[src/rtl/fe_arbiter.sv]
// Round-robin arbiter that shares the single host Avalon front-end channel
// among NDEV device request ports, signalling pending data via interrupt.
module fe_arbiter #(
  parameter int unsigned NDEV = 4,
  parameter int unsigned CNTW = 16
) (
  input  logic                 clk,
  input  logic                 reset,
  input  logic [NDEV-1:0]      dev_rq,
  output logic [NDEV-1:0]      dev_s_read,
  input  logic [32*NDEV-1:0]   dev_readdata,
  input  logic [1:0]           h_address,
  input  logic                 h_read,
  output logic [31:0]          h_readdata,
  output logic                 h_irq
);

  localparam int unsigned IDXW = (NDEV > 1) ? $clog2(NDEV) : 1;
  localparam int unsigned DW   = 32;

  typedef enum logic [1:0] {
    IDLE  = 2'd0,
    GRANT = 2'd1,
    HOLD  = 2'd2
  } state_e;

  state_e            state_q, state_d;
  logic [IDXW-1:0]   rr_q, rr_d;
  logic [IDXW-1:0]   grant_q, grant_d;
  logic [CNTW-1:0]   cnt_q, cnt_d;
  logic              h_irq_q, h_irq_d;

  logic [IDXW-1:0]   pick_c;
  logic              pick_vld_c;
  logic [31:0]       srch_c;
  logic              in_grant_c;
  logic              data_rd_c;
  logic [DW-1:0]     sel_data_c;

  function automatic logic [IDXW-1:0] nxt_idx(input logic [IDXW-1:0] i);
    if (32'(i) == NDEV - 1) return '0;
    return i + IDXW'(1);
  endfunction

  assign in_grant_c = (state_q == GRANT);
  // A data read is only honoured while granted and never during reset
  assign data_rd_c  = in_grant_c && h_read && (h_address == 2'd1) && !reset;
  assign sel_data_c = dev_readdata[{grant_q, 5'b0} +: DW];

  // First set request searching upward from the rr pointer, with wrap
  always_comb begin
    pick_c     = '0;
    pick_vld_c = 1'b0;
    srch_c     = '0;
    for (int unsigned k = 0; k < NDEV; k++) begin
      srch_c = 32'(rr_q) + k;
      if (srch_c >= NDEV) srch_c = srch_c - NDEV;
      if (!pick_vld_c && dev_rq[IDXW'(srch_c)]) begin
        pick_c     = IDXW'(srch_c);
        pick_vld_c = 1'b1;
      end
    end
  end

  always_ff @(posedge clk) begin
    if (reset) begin
      state_q <= IDLE;
      rr_q    <= '0;
      grant_q <= '0;
      cnt_q   <= '0;
      h_irq_q <= 1'b0;
    end else begin
      state_q <= state_d;
      rr_q    <= rr_d;
      grant_q <= grant_d;
      cnt_q   <= cnt_d;
      h_irq_q <= h_irq_d;
    end
  end

  // Next-state: a data read wins over a same-cycle withdrawal
  always_comb begin
    state_d = state_q;
    rr_d    = rr_q;
    grant_d = grant_q;
    cnt_d   = cnt_q;
    case (state_q)
      IDLE: begin
        if (pick_vld_c) begin
          grant_d = pick_c;
          state_d = GRANT;
        end
      end
      GRANT: begin
        if (data_rd_c) begin
          rr_d    = nxt_idx(grant_q);
          cnt_d   = cnt_q + CNTW'(1);
          state_d = HOLD;
        end else if (!dev_rq[grant_q]) begin
          rr_d    = nxt_idx(grant_q);
          state_d = HOLD;
        end
      end
      HOLD:    state_d = IDLE;
      default: state_d = IDLE;
    endcase
    h_irq_d = (state_d == GRANT);
  end

  // Host read mux and device strobe
  always_comb begin
    dev_s_read = '0;
    h_readdata = '0;
    if (data_rd_c) dev_s_read[grant_q] = 1'b1;
    if (h_read && !reset) begin
      case (h_address)
        2'd0:    h_readdata = {in_grant_c, 28'b0, in_grant_c ? 3'(grant_q) : 3'b0};
        2'd1:    h_readdata = in_grant_c ? sel_data_c : '0;
        2'd2:    h_readdata = 32'(cnt_q);
        default: h_readdata = {24'b0, 8'(dev_rq)};
      endcase
    end
  end

  assign h_irq = h_irq_q;

  a_strobe_onehot: assert property (@(posedge clk) disable iff (reset)
    $onehot0(dev_s_read));
  a_strobe_in_grant: assert property (@(posedge clk) disable iff (reset)
    (|dev_s_read) |-> (state_q == GRANT));

endmodule

[config.mk]
export PLATFORM = sky130hd
export DESIGN_NAME = fe_arbiter
export DESIGN_NICKNAME = d
export VERILOG_FILES = /design/src/rtl/fe_arbiter.sv
export SDC_FILE = /design/constraint.sdc
export NUM_CORES = 1
export LEC_CHECK = 0
export CAP_MARGIN = 20
export CORE_AREA = 2 2 81 67
export CTS_BUF_LIST = sky130_fd_sc_hd__clkbuf_4 sky130_fd_sc_hd__clkbuf_8 sky130_fd_sc_hd__clkbuf_16
export DETAILED_ROUTE_END_ITERATION = 6
export DIE_AREA = 0 0 83 69
export DONT_BUFFER_PORTS = 1
export HOLD_SLACK_MARGIN = 0.08
export MAX_ROUTING_LAYER = met4
export PLACE_DENSITY_LB_ADDON = 0.2
export SYNTH_ARGS = -nofsm -noshare
export SYNTH_HDL_FRONTEND = slang
export SYNTH_SLANG_ARGS = --single-unit
export TNS_END_PERCENT = 100
[constraint.sdc]
create_clock -name clk -period 2.6 [get_ports clk]
set_input_delay 0.52 -clock clk [delete_from_list [all_inputs] [get_ports clk]]
set_output_delay 0.52 -clock clk [all_outputs]
set_load 0.01 [all_outputs]
### Yosys cells after proc, flatten, opt, wreduce, memory -nomap -nowiden

Cells that the tools add are included.

* register bits after elaboration: 23
* input port bits: 137
* output and inout bits: 37
* word-level logic and storage cells: 92

* $add $sub $neg: 9
* magnitude comparators: 10
* eq/ne operators: 6
* shift-type cells: 1
* muxes and demuxes: 44
* reduce and logical (&&, ||, !) cells: 17

Operator list (number)
* $shiftx A128 B8 Y32: 1
* $pmux W32 S3: 1
* $mux W32: 2
* $mux W2: 17
* $add A16 B1 Y16 const B: 1
* $mux W1: 16
* $lt A2 B3 Y1 const B: 5
* $bmux W1 S2: 5
* $ge A3 B3 Y1 const B: 3
* $logic_and A1 B1 Y1: 8
* $sub A2 B1 Y2 const B: 4
* $add A2 B2 Y3 const B: 2
* $eq A2 B1 Y1 const B: 3
* $reduce_and A2 Y1: 3
* $eq A2 B2 Y1 const B: 2
* $logic_not A1 Y1: 4
* $logic_not A2 Y1: 2
* $mux W4: 1
* $pmux W2 S2: 1
* $add A2 B1 Y3 const B: 1
* $ge A2 B3 Y1 const B: 1
* $add A2 B1 Y2 const B: 1
* $demux W1 S2: 1
* $ge A2 B1 Y1 const B: 1
* $ne A2 B2 Y1 const B: 1

### Logic depth before layout (Yosys ltp)

Gate-level depths: netlist of the first run.

* depth after elaboration: 17
* mapped depth: 6

### Worst setup path before layout of the first run

No wires, ideal clock.

* path type: input to output
* start: in h_address[0]
* end: out h_readdata[10]
* data arrival time: 1801 ps
* required time: 2080 ps
* path slack: 279 ps
* cell stages on the path: 5
* path buffers: 2
* cells stage by stage: buf_2 > nor4bb_1 > buf_2 > a22oi_1 > nor2_1

* cells in the longest elaborated chain, start to end: 3
* elaborated cells on any way between the ends: 5
* those cells by class: 2 x eq/ne; 2 x mux; 1 x reduce/logical

Ends and longest elaborated chain
* from (decl): RTL line 12 `input logic [1:0] h_address,`
* $eq A2 B2 Y1, or another cell as far along: RTL line 116 `case (h_address)`
* $pmux W32 S3 *: RTL line 116
* $mux W32 *: RTL line 115 `if (h_read && !reset) begin`
* to (decl): RTL line 14 `output logic [31:0] h_readdata,`

Every way passes the cells marked *; elsewhere a longest branch is shown, timed or not.

### Final worst setup path of the first run

* start: reg grant_q[0]
* end: out h_readdata[0]

* cells in the longest elaborated chain, start to end: 4
* elaborated cells on any way between the ends: 5
* those cells by class: 1 x shift; 4 x mux

Ends and longest elaborated chain
* from (decl): RTL line 29 `logic [IDXW-1:0] grant_q, grant_d;`
* from (signal assigned): RTL line 75 `grant_q <= grant_d;`
* $shiftx A128 B8 Y32: RTL line 48 `assign sel_data_c = dev_readdata[{grant_q, 5'b0} +: DW];`
* $mux W32: RTL line 118 `2'd1: h_readdata = in_grant_c ? sel_data_c : '0;`
* $pmux W32 S3 *: RTL line 116
* $mux W32 *: RTL line 115

Marks and branches as above.

==> results of run 1 <==
routing by layer:
layer / GRT usage, % / vias up / part of all wire (%)
met2: 34.9 / 107 / 47
li1: - / 963 / -
met5: - / - / 0
met1: 37.9 / 1045 / 44
met4: 3.28 / 0 / 0.51
met3: 5.99 / 4 / 8.6
cell usage after synthesis, drive strengths merged, types with 2 or more instances:
cell | instances | area, sq um
nand2b | 3 | 18.8
and3 | 19 | 119
dfxtp | 23 | 460
nor2 | 25 | 93.8
nor2b | 6 | 37.5
nand4 | 3 | 18.8
nor4 | 5 | 31.3
a2111oi | 3 | 26.3
ha | 5 | 62.6
buf | 9 | 52.6
inv | 6 | 22.5
xnor2 | 9 | 78.8
and4 | 2 | 17.5
nand3 | 9 | 45.0
nor3 | 6 | 30.0
clkbuf | 12 | 45.0
a22oi | 13 | 97.6
o31ai | 2 | 15.0
or3 | 9 | 61.3
o21ai | 9 | 45.0
nand2 | 7 | 26.3
a21oi | 11 | 55.1
mux4 | 35 | 788
timing repair:
item                                    in CTS  in global routing
setup buffers                                0                  0
gates resized for setup                      0                  1
endpoints found under the setup margin       0                  1
worst register-to-register path: cells and delay by family (launching register included):
kind | cells | cell delay (ns)
flip-flops | 1 | 0.49
AO/OA/AOI/OAI | 1 | 0.27
multiplexers | 1 | 0.52
AND/OR/NAND/NOR | 2 | 0.36
buffers and inverters | 1 | 0.31
per-stage QoR:
step | instances | cell area [sq um] | power (mW) | hold WS (ns)
3_5_place_dp | 302 | 2510 | 0.674 | 0.478
4_1_cts | 306 | 2550 | 0.902 | 0.305
5_1_grt | 306 | 2560 | 0.939 | 0.304
2_1_floorplan | 245 | 2390 | 0.630 | 0.458
3_3_place_gp | 302 | 2510 | 0.672 | 0.469
6_report | 306 | 2560 | 0.896 | 0.312
power by group:
part / switching [mW] / internal, mW
clock: 0.121 / 0.107
sequential: 0.0203 / 0.363
combinational: 0.116 / 0.168
total: 0.258 / 0.638
kinds of logic after synthesis:
kind of cell | Yosys count | synth area share [%]
XOR/XNOR | 10 | 3.66
flip-flops | 23 | 19.2
AND/OR/NAND/NOR | 100 | 23.9
AO/OA/AOI/OAI | 43 | 11.8
buffers and inverters | 27 | 5.02
adder cells (fa/ha/maj) | 5 | 2.62
multiplexers | 37 | 33.8
registers in the layout, indices dropped and copies added (netlist names):
name	flops
grant_q	2
rr_q	2
h_irq	1
state_q	2
cnt_q	16
worst min-delay path by stage:
stage,start,slack [ns],to,depth (start not counted)
after detailed placement,cnt_q[15]$_SDFFE_PP0P_,0.48,cnt_q[15]$_SDFFE_PP0P_,2
after floorplan,cnt_q[15]$_SDFFE_PP0P_,0.46,cnt_q[15]$_SDFFE_PP0P_,2
after global placement,cnt_q[15]$_SDFFE_PP0P_,0.47,cnt_q[15]$_SDFFE_PP0P_,2
final,reset,0.31,state_q[1]$_SDFF_PP0_,1
after global routing,reset,0.30,rr_q[1]$_SDFFE_PP0P_,1
after CTS,reset,0.30,cnt_q[11]$_SDFFE_PP0P_,1
layout make-up:
class,count,area share (%)
Multi-Input combinational cell,195,71.4
Sequential cell,23,18.0
Clock inverter,1,0.196
Inverter,6,0.880
Tap cell,62,3.03
Timing Repair Buffer,16,4.84
Clock buffer,3,1.61
cells in the final DEF (no fill, tap or decap), types with 2 or more instances in the layout:
master	instances
a21oi_1	11
nand2_1	7
or3_1	8
buf_4	15
o31ai_1	2
a22oi_1	13
nor2_1	25
nand2b_1	3
a2111oi_0	3
nand3_1	9
ha_1	5
dfxtp_1	22
nor2b_1	6
and3_1	19
and4_1	2
o21ai_0	9
mux4_2	35
xnor2_1	9
nor3_1	6
nor4_1	5
clkbuf_8	3
nand4_1	3
inv_1	6
==> impl_metrics.env, run 1 <==
export IMPL_outcome="complete, no violations"
export IMPL_max_vdd_ir_drop_mv=0.247
export IMPL_cpMostUsedCell="mux4_2"
export IMPL_grt_start_max_net_pins=29
export IMPL_via_per_inst=6.92
export IMPL_reg2regPathDepth=5
export IMPL_crit_path_end_kind="output pin"
export IMPL_io_buffers=0
export IMPL_grt_pass1_wl_mm=11.2
export IMPL_vias=2119
export IMPL_worstSetupStartpointType="register"
export IMPL_tns_ns=0
export IMPL_reg2reg_slack_ns=0.60
export IMPL_setup_worst_path_end="h_readdata[0]"
export IMPL_p_leak_nw=0.867
export IMPL_die_h_um=69
export IMPL_drv_slew=0
export IMPL_multi_input_area_sq_um=1830
export IMPL_grt_ovfl_total=0
export IMPL_drive_gt1_share_pct=25.4
export IMPL_cts_sinks=23
export IMPL_rr_startpoint="grant_q[0]$_SDFFE_PP0P_"
export IMPL_cts_tree="done"
export IMPL_worst_slack_ns=0.127
export IMPL_synthFlopType="dfxtp_1"
export IMPL_htreeDepth=1
export IMPL_finalSetupViolCount=0
export IMPL_path_class="register to output pin"
export IMPL_ant_nets=0
export IMPL_antenna_found_initial=0
export IMPL_n_fill_cell=441
export IMPL_max_freq_mhz=404
export IMPL_track_usage_pct=25.0
export IMPL_cp_top_family="multiplexers"
export IMPL_grt_pass1_vias=2000
export IMPL_ys_seq_area_share_pct=19.2
export IMPL_power_density_nw_per_um2=350
export IMPL_die_area_sq_um=5730
export IMPL_slew_headroom_pct=56.4
export IMPL_final_util_pct=52.0
export IMPL_synth_cell_area_sq_um=2390
export IMPL_die_x_um=83
export IMPL_syn_nets=387
export IMPL_hold_path_class="input pin to register"
export IMPL_slowest_stage="mux4_2"
export IMPL_worstPathArrival_ns=1.95
export IMPL_drt_pass1_iter_count=4
export IMPL_synth_edf_count=0
export IMPL_place_hpwl_mm=5.66
export IMPL_cts_root_buf="clkbuf_8"
export IMPL_yosysUniqueCellTypes=41
export IMPL_async_reset_ff_share_pct=0
export IMPL_critPathRequiredTime_ns=2.08
export IMPL_drc=0
export IMPL_crit_fanout=9
export IMPL_start_util_pct=48.6
export IMPL_skew_ns=0.00142
export IMPL_core_rowCount=23
export IMPL_crit_path_start="grant_q[0]$_SDFFE_PP0P_"
export IMPL_hold_viol_final=0
export IMPL_clkTransAtPathRegs_ns=0.08
export IMPL_path_buf_inv=0
export IMPL_ys_ff_latch=23
export IMPL_wl_per_cell_um=22.9
export IMPL_gp_congestion=0.927
export IMPL_tightest_slew_ns=0.647
export IMPL_drv_cap=0
export IMPL_critPathMaxStageDelay_ns=0.53
export IMPL_hold_buffers=0
export IMPL_fin_nets=387
export IMPL_syn_inst=245
export IMPL_grt_setup_unrepaired="no"
export IMPL_synth_warnings=0
export IMPL_regArea_sq_um=462
export IMPL_clockBufferDepth=2
export IMPL_insertion_delay_ns=0.27
export IMPL_dp_slack_ns=0.417
export IMPL_drt_iter0_drc=176
export IMPL_cp_num_cells=3
export IMPL_syn_avg_cell_area_sq_um=9.76
export IMPL_numCtsBuffers=3
export IMPL_period_needed_ns=2.47
export IMPL_r2r_end="state_q[1]$_SDFF_PP0_"
export IMPL_antenna_cells=0
export IMPL_finalCritPeriodShare_pct=95.1
export IMPL_core_area_sq_um=4920
export IMPL_pin_count=174
export IMPL_syn_to_final_growth_pct=6.96
export IMPL_wirelength_mm=7.01
export IMPL_path_cells="mux4_2 -> mux4_2 -> nor2b_1"
(Power assumes the default switching activity.)
==> inputs of run 2 (changes only) <==
--- a/config.mk
+++ b/config.mk
@@ -14,6 +14,7 @@
 export HOLD_SLACK_MARGIN = 0.08
 export MAX_ROUTING_LAYER = met4
 export PLACE_DENSITY_LB_ADDON = 0.2
+export SLEW_MARGIN = 20
 export SYNTH_ARGS = -nofsm -noshare
 export SYNTH_HDL_FRONTEND = slang
 export SYNTH_SLANG_ARGS = --single-unit
==> results of run 2 <==
Final layout, timing and power as in run 1 (identical DEF).
==> inputs of run 3 (changes only) <==
==> constraint.sdc (replaced) <==
create_clock -name clk -period 2.5 [get_ports clk]
set_input_delay 0.5 -clock clk [delete_from_list [all_inputs] [get_ports clk]]
set_output_delay 0.5 -clock clk [all_outputs]
set_load 0.01 [all_outputs]
==> run 3 against run 2 <==
  * Core utilization is 0.31 points higher
  * Power is 5.8% higher
  * Sequential power is 4% higher
  * Global-route usage is 0.32 points higher
  * Non-clock buffer count stayed put
  * Critical path type unchanged
  * Wire length is 3.5% higher
  * Clock skew is 0.0017 ns higher
  * Critical path depth is 3 higher
==> impl_metrics.env, run 3 (synthesis gave the netlist of run 1 again) <==
export IMPL_path_cells="buf_6 -> mux4_2 -> inv_1 -> a2111oi_2 -> buf_4 -> buf_4"
export IMPL_io_buffers=0
export IMPL_clockBufferDepth=2
export IMPL_antenna_found_initial=0
export IMPL_drive_gt1_share_pct=25.8
export IMPL_numCtsBuffers=3
export IMPL_cts_root_buf="clkbuf_8"
export IMPL_tightest_slew_ns=0.616
export IMPL_power_density_nw_per_um2=368
export IMPL_grt_pass1_wl_mm=11.3
export IMPL_finalCritPeriodShare_pct=96.7
export IMPL_met1_usage_pct=37.3
export IMPL_path_class="register to output pin"
export IMPL_max_freq_mhz=414
export IMPL_slew_headroom_pct=58.5
export IMPL_htreeDepth=1
export IMPL_worstPathArrival_ns=1.92
export IMPL_gp_congestion=0.909
export IMPL_top_register="cnt_q"
export IMPL_crit_path_end_kind="output pin"
export IMPL_cts_tree="done"
export IMPL_cpMostUsedCell="buf_4"
export IMPL_fin_nets=387
export IMPL_pin_count=174
export IMPL_regArea_sq_um=464
export IMPL_drc=0
export IMPL_die_h_um=69
export IMPL_wl_per_cell_um=23.7
export IMPL_core_rowCount=23
export IMPL_grt_start_max_net_pins=29
export IMPL_wirelength_mm=7.25
export IMPL_grt_pass1_vias=1993
export IMPL_core_area_sq_um=4920
export IMPL_use_met3_pct=5.27
export IMPL_die_x_um=83
export IMPL_clkTransAtPathRegs_ns=0.08
export IMPL_grt_ovfl_total=0
export IMPL_fin_hold_ws_ns=0.294
export IMPL_track_usage_pct=25.3
export IMPL_max_vdd_ir_drop_mv=0.253
export IMPL_p_leak_nw=0.870
export IMPL_critPathMaxStageDelay_ns=0.44
export IMPL_drt_pass1_iter_count=4
export IMPL_die_area_sq_um=5730
export IMPL_outcome="complete, no violations"
export IMPL_drv_cap=0
export IMPL_hold_viol_final=0
export IMPL_worstSetupStartpointType="register"
export IMPL_via_per_inst=6.83
export IMPL_mostFrequentLayoutCell="mux4_2"
export IMPL_tns_ns=0
export IMPL_critPathRequiredTime_ns=2.00
export IMPL_ant_nets=0
export IMPL_crit_fanout=8
export IMPL_n_fill_cell=459
export IMPL_finalSetupViolCount=0
export IMPL_top_usage_layer="met1"
export IMPL_cts_sinks=23
export IMPL_skew_ns=0.00310
export IMPL_drt_iter0_drc=169
export IMPL_insertion_delay_ns=0.26
export IMPL_period_needed_ns=2.42
export IMPL_final_cell_mix="mux4_2, nor2_1, dfxtp_1"
export IMPL_syn_to_final_growth_pct=7.58
export IMPL_multi_input_area_sq_um=1830
export IMPL_antenna_cells=0
export IMPL_slowest_stage="a2111oi_2"
export IMPL_hold_path_class="input pin to register"
export IMPL_grt_use_met2_pct=36.2
export IMPL_vias=2090
export IMPL_place_hpwl_mm=5.85
export IMPL_start_util_pct=48.6
export IMPL_drv_slew=0
export IMPL_hold_buffers=0
export IMPL_grt_setup_unrepaired="no"
export IMPL_largest_reg_flops=16
[run 3: cell count changes in the layout (fill, tap and decap cells not counted)]
cell       change
clkinv_2       -1
a2111oi_2      +1
dfxtp_4        +1
buf_4          -1
clkbuf_4       +1
a2111oi_0      -1
dfxtp_2        -1
buf_6          +1
[run 3: worst paths after layout]
| check | cells after the start | to | from | slack, ns |
|---|---|---|---|---|
| max | 6 | h_readdata[31] | grant_q[0]$_SDFFE_PP0P_ | 0.08 |
| min | 1 | rr_q[1]$_SDFFE_PP0P_ | reset | 0.29 |
| max reg2reg | 4 | cnt_q[15]$_SDFFE_PP0P_ | state_q[1]$_SDFF_PP0_ | 0.57 |
| min reg2reg | 2 | cnt_q[15]$_SDFFE_PP0P_ | cnt_q[15]$_SDFFE_PP0P_ | 0.50 |
[run 3: final cells by class]
type,count,area share [%]
Tap cell,62,3.01
Sequential cell,23,18.0
Multi-Input combinational cell,195,71.2
Inverter,6,0.875
Timing Repair Buffer,16,4.96
Clock buffer,4,1.90
[run 3: what timing repair did]
| item | in CTS | in global routing |
|---|---|---|
| buffers inserted | 0 | 0 |
| hold endpoints to repair | 0 | 0 |
| endpoints found under the setup margin | 1 | 3 |
| pin swaps | 0 | 0 |
| gates resized for setup | 2 | 3 |
[run 3: routing by layer]
metal	part of all wire, %	up-vias
met4	1.6	0
li1	-	962
met1	45	1032
met5	0	-
met3	7.4	10
met2	46	86
[run 3: stage by stage]
step           area [sq um]  instances  setup slack [ns]  power [mW]  utilization, %
3_3_place_gp           2510        302             0.281       0.698            51.0
3_5_place_dp           2510        302             0.175       0.705            51.0
5_1_grt                2570        306           0.00321        1.00            52.3
4_1_cts                2560        306            0.0583       0.948            52.1
2_1_floorplan          2390        245             0.219       0.656               -
6_report               2570        306            0.0823       0.947            52.3
[run 3: critical path: cells and delay by family (launching register included)]
kind | cells | cell delay (ns)
flip-flops | 1 | 0.39
buffers and inverters | 4 | 0.49
AO/OA/AOI/OAI | 1 | 0.44
multiplexers | 1 | 0.33
[run 3: power by group]
part,total [mW],internal [mW],leakage (nW),switching [mW]
Clock,0.247,0.125,0.0262,0.122
Sequential,0.397,0.377,0.187,0.0196
Combinational,0.303,0.176,0.657,0.128
Total,0.947,0.678,0.870,0.269
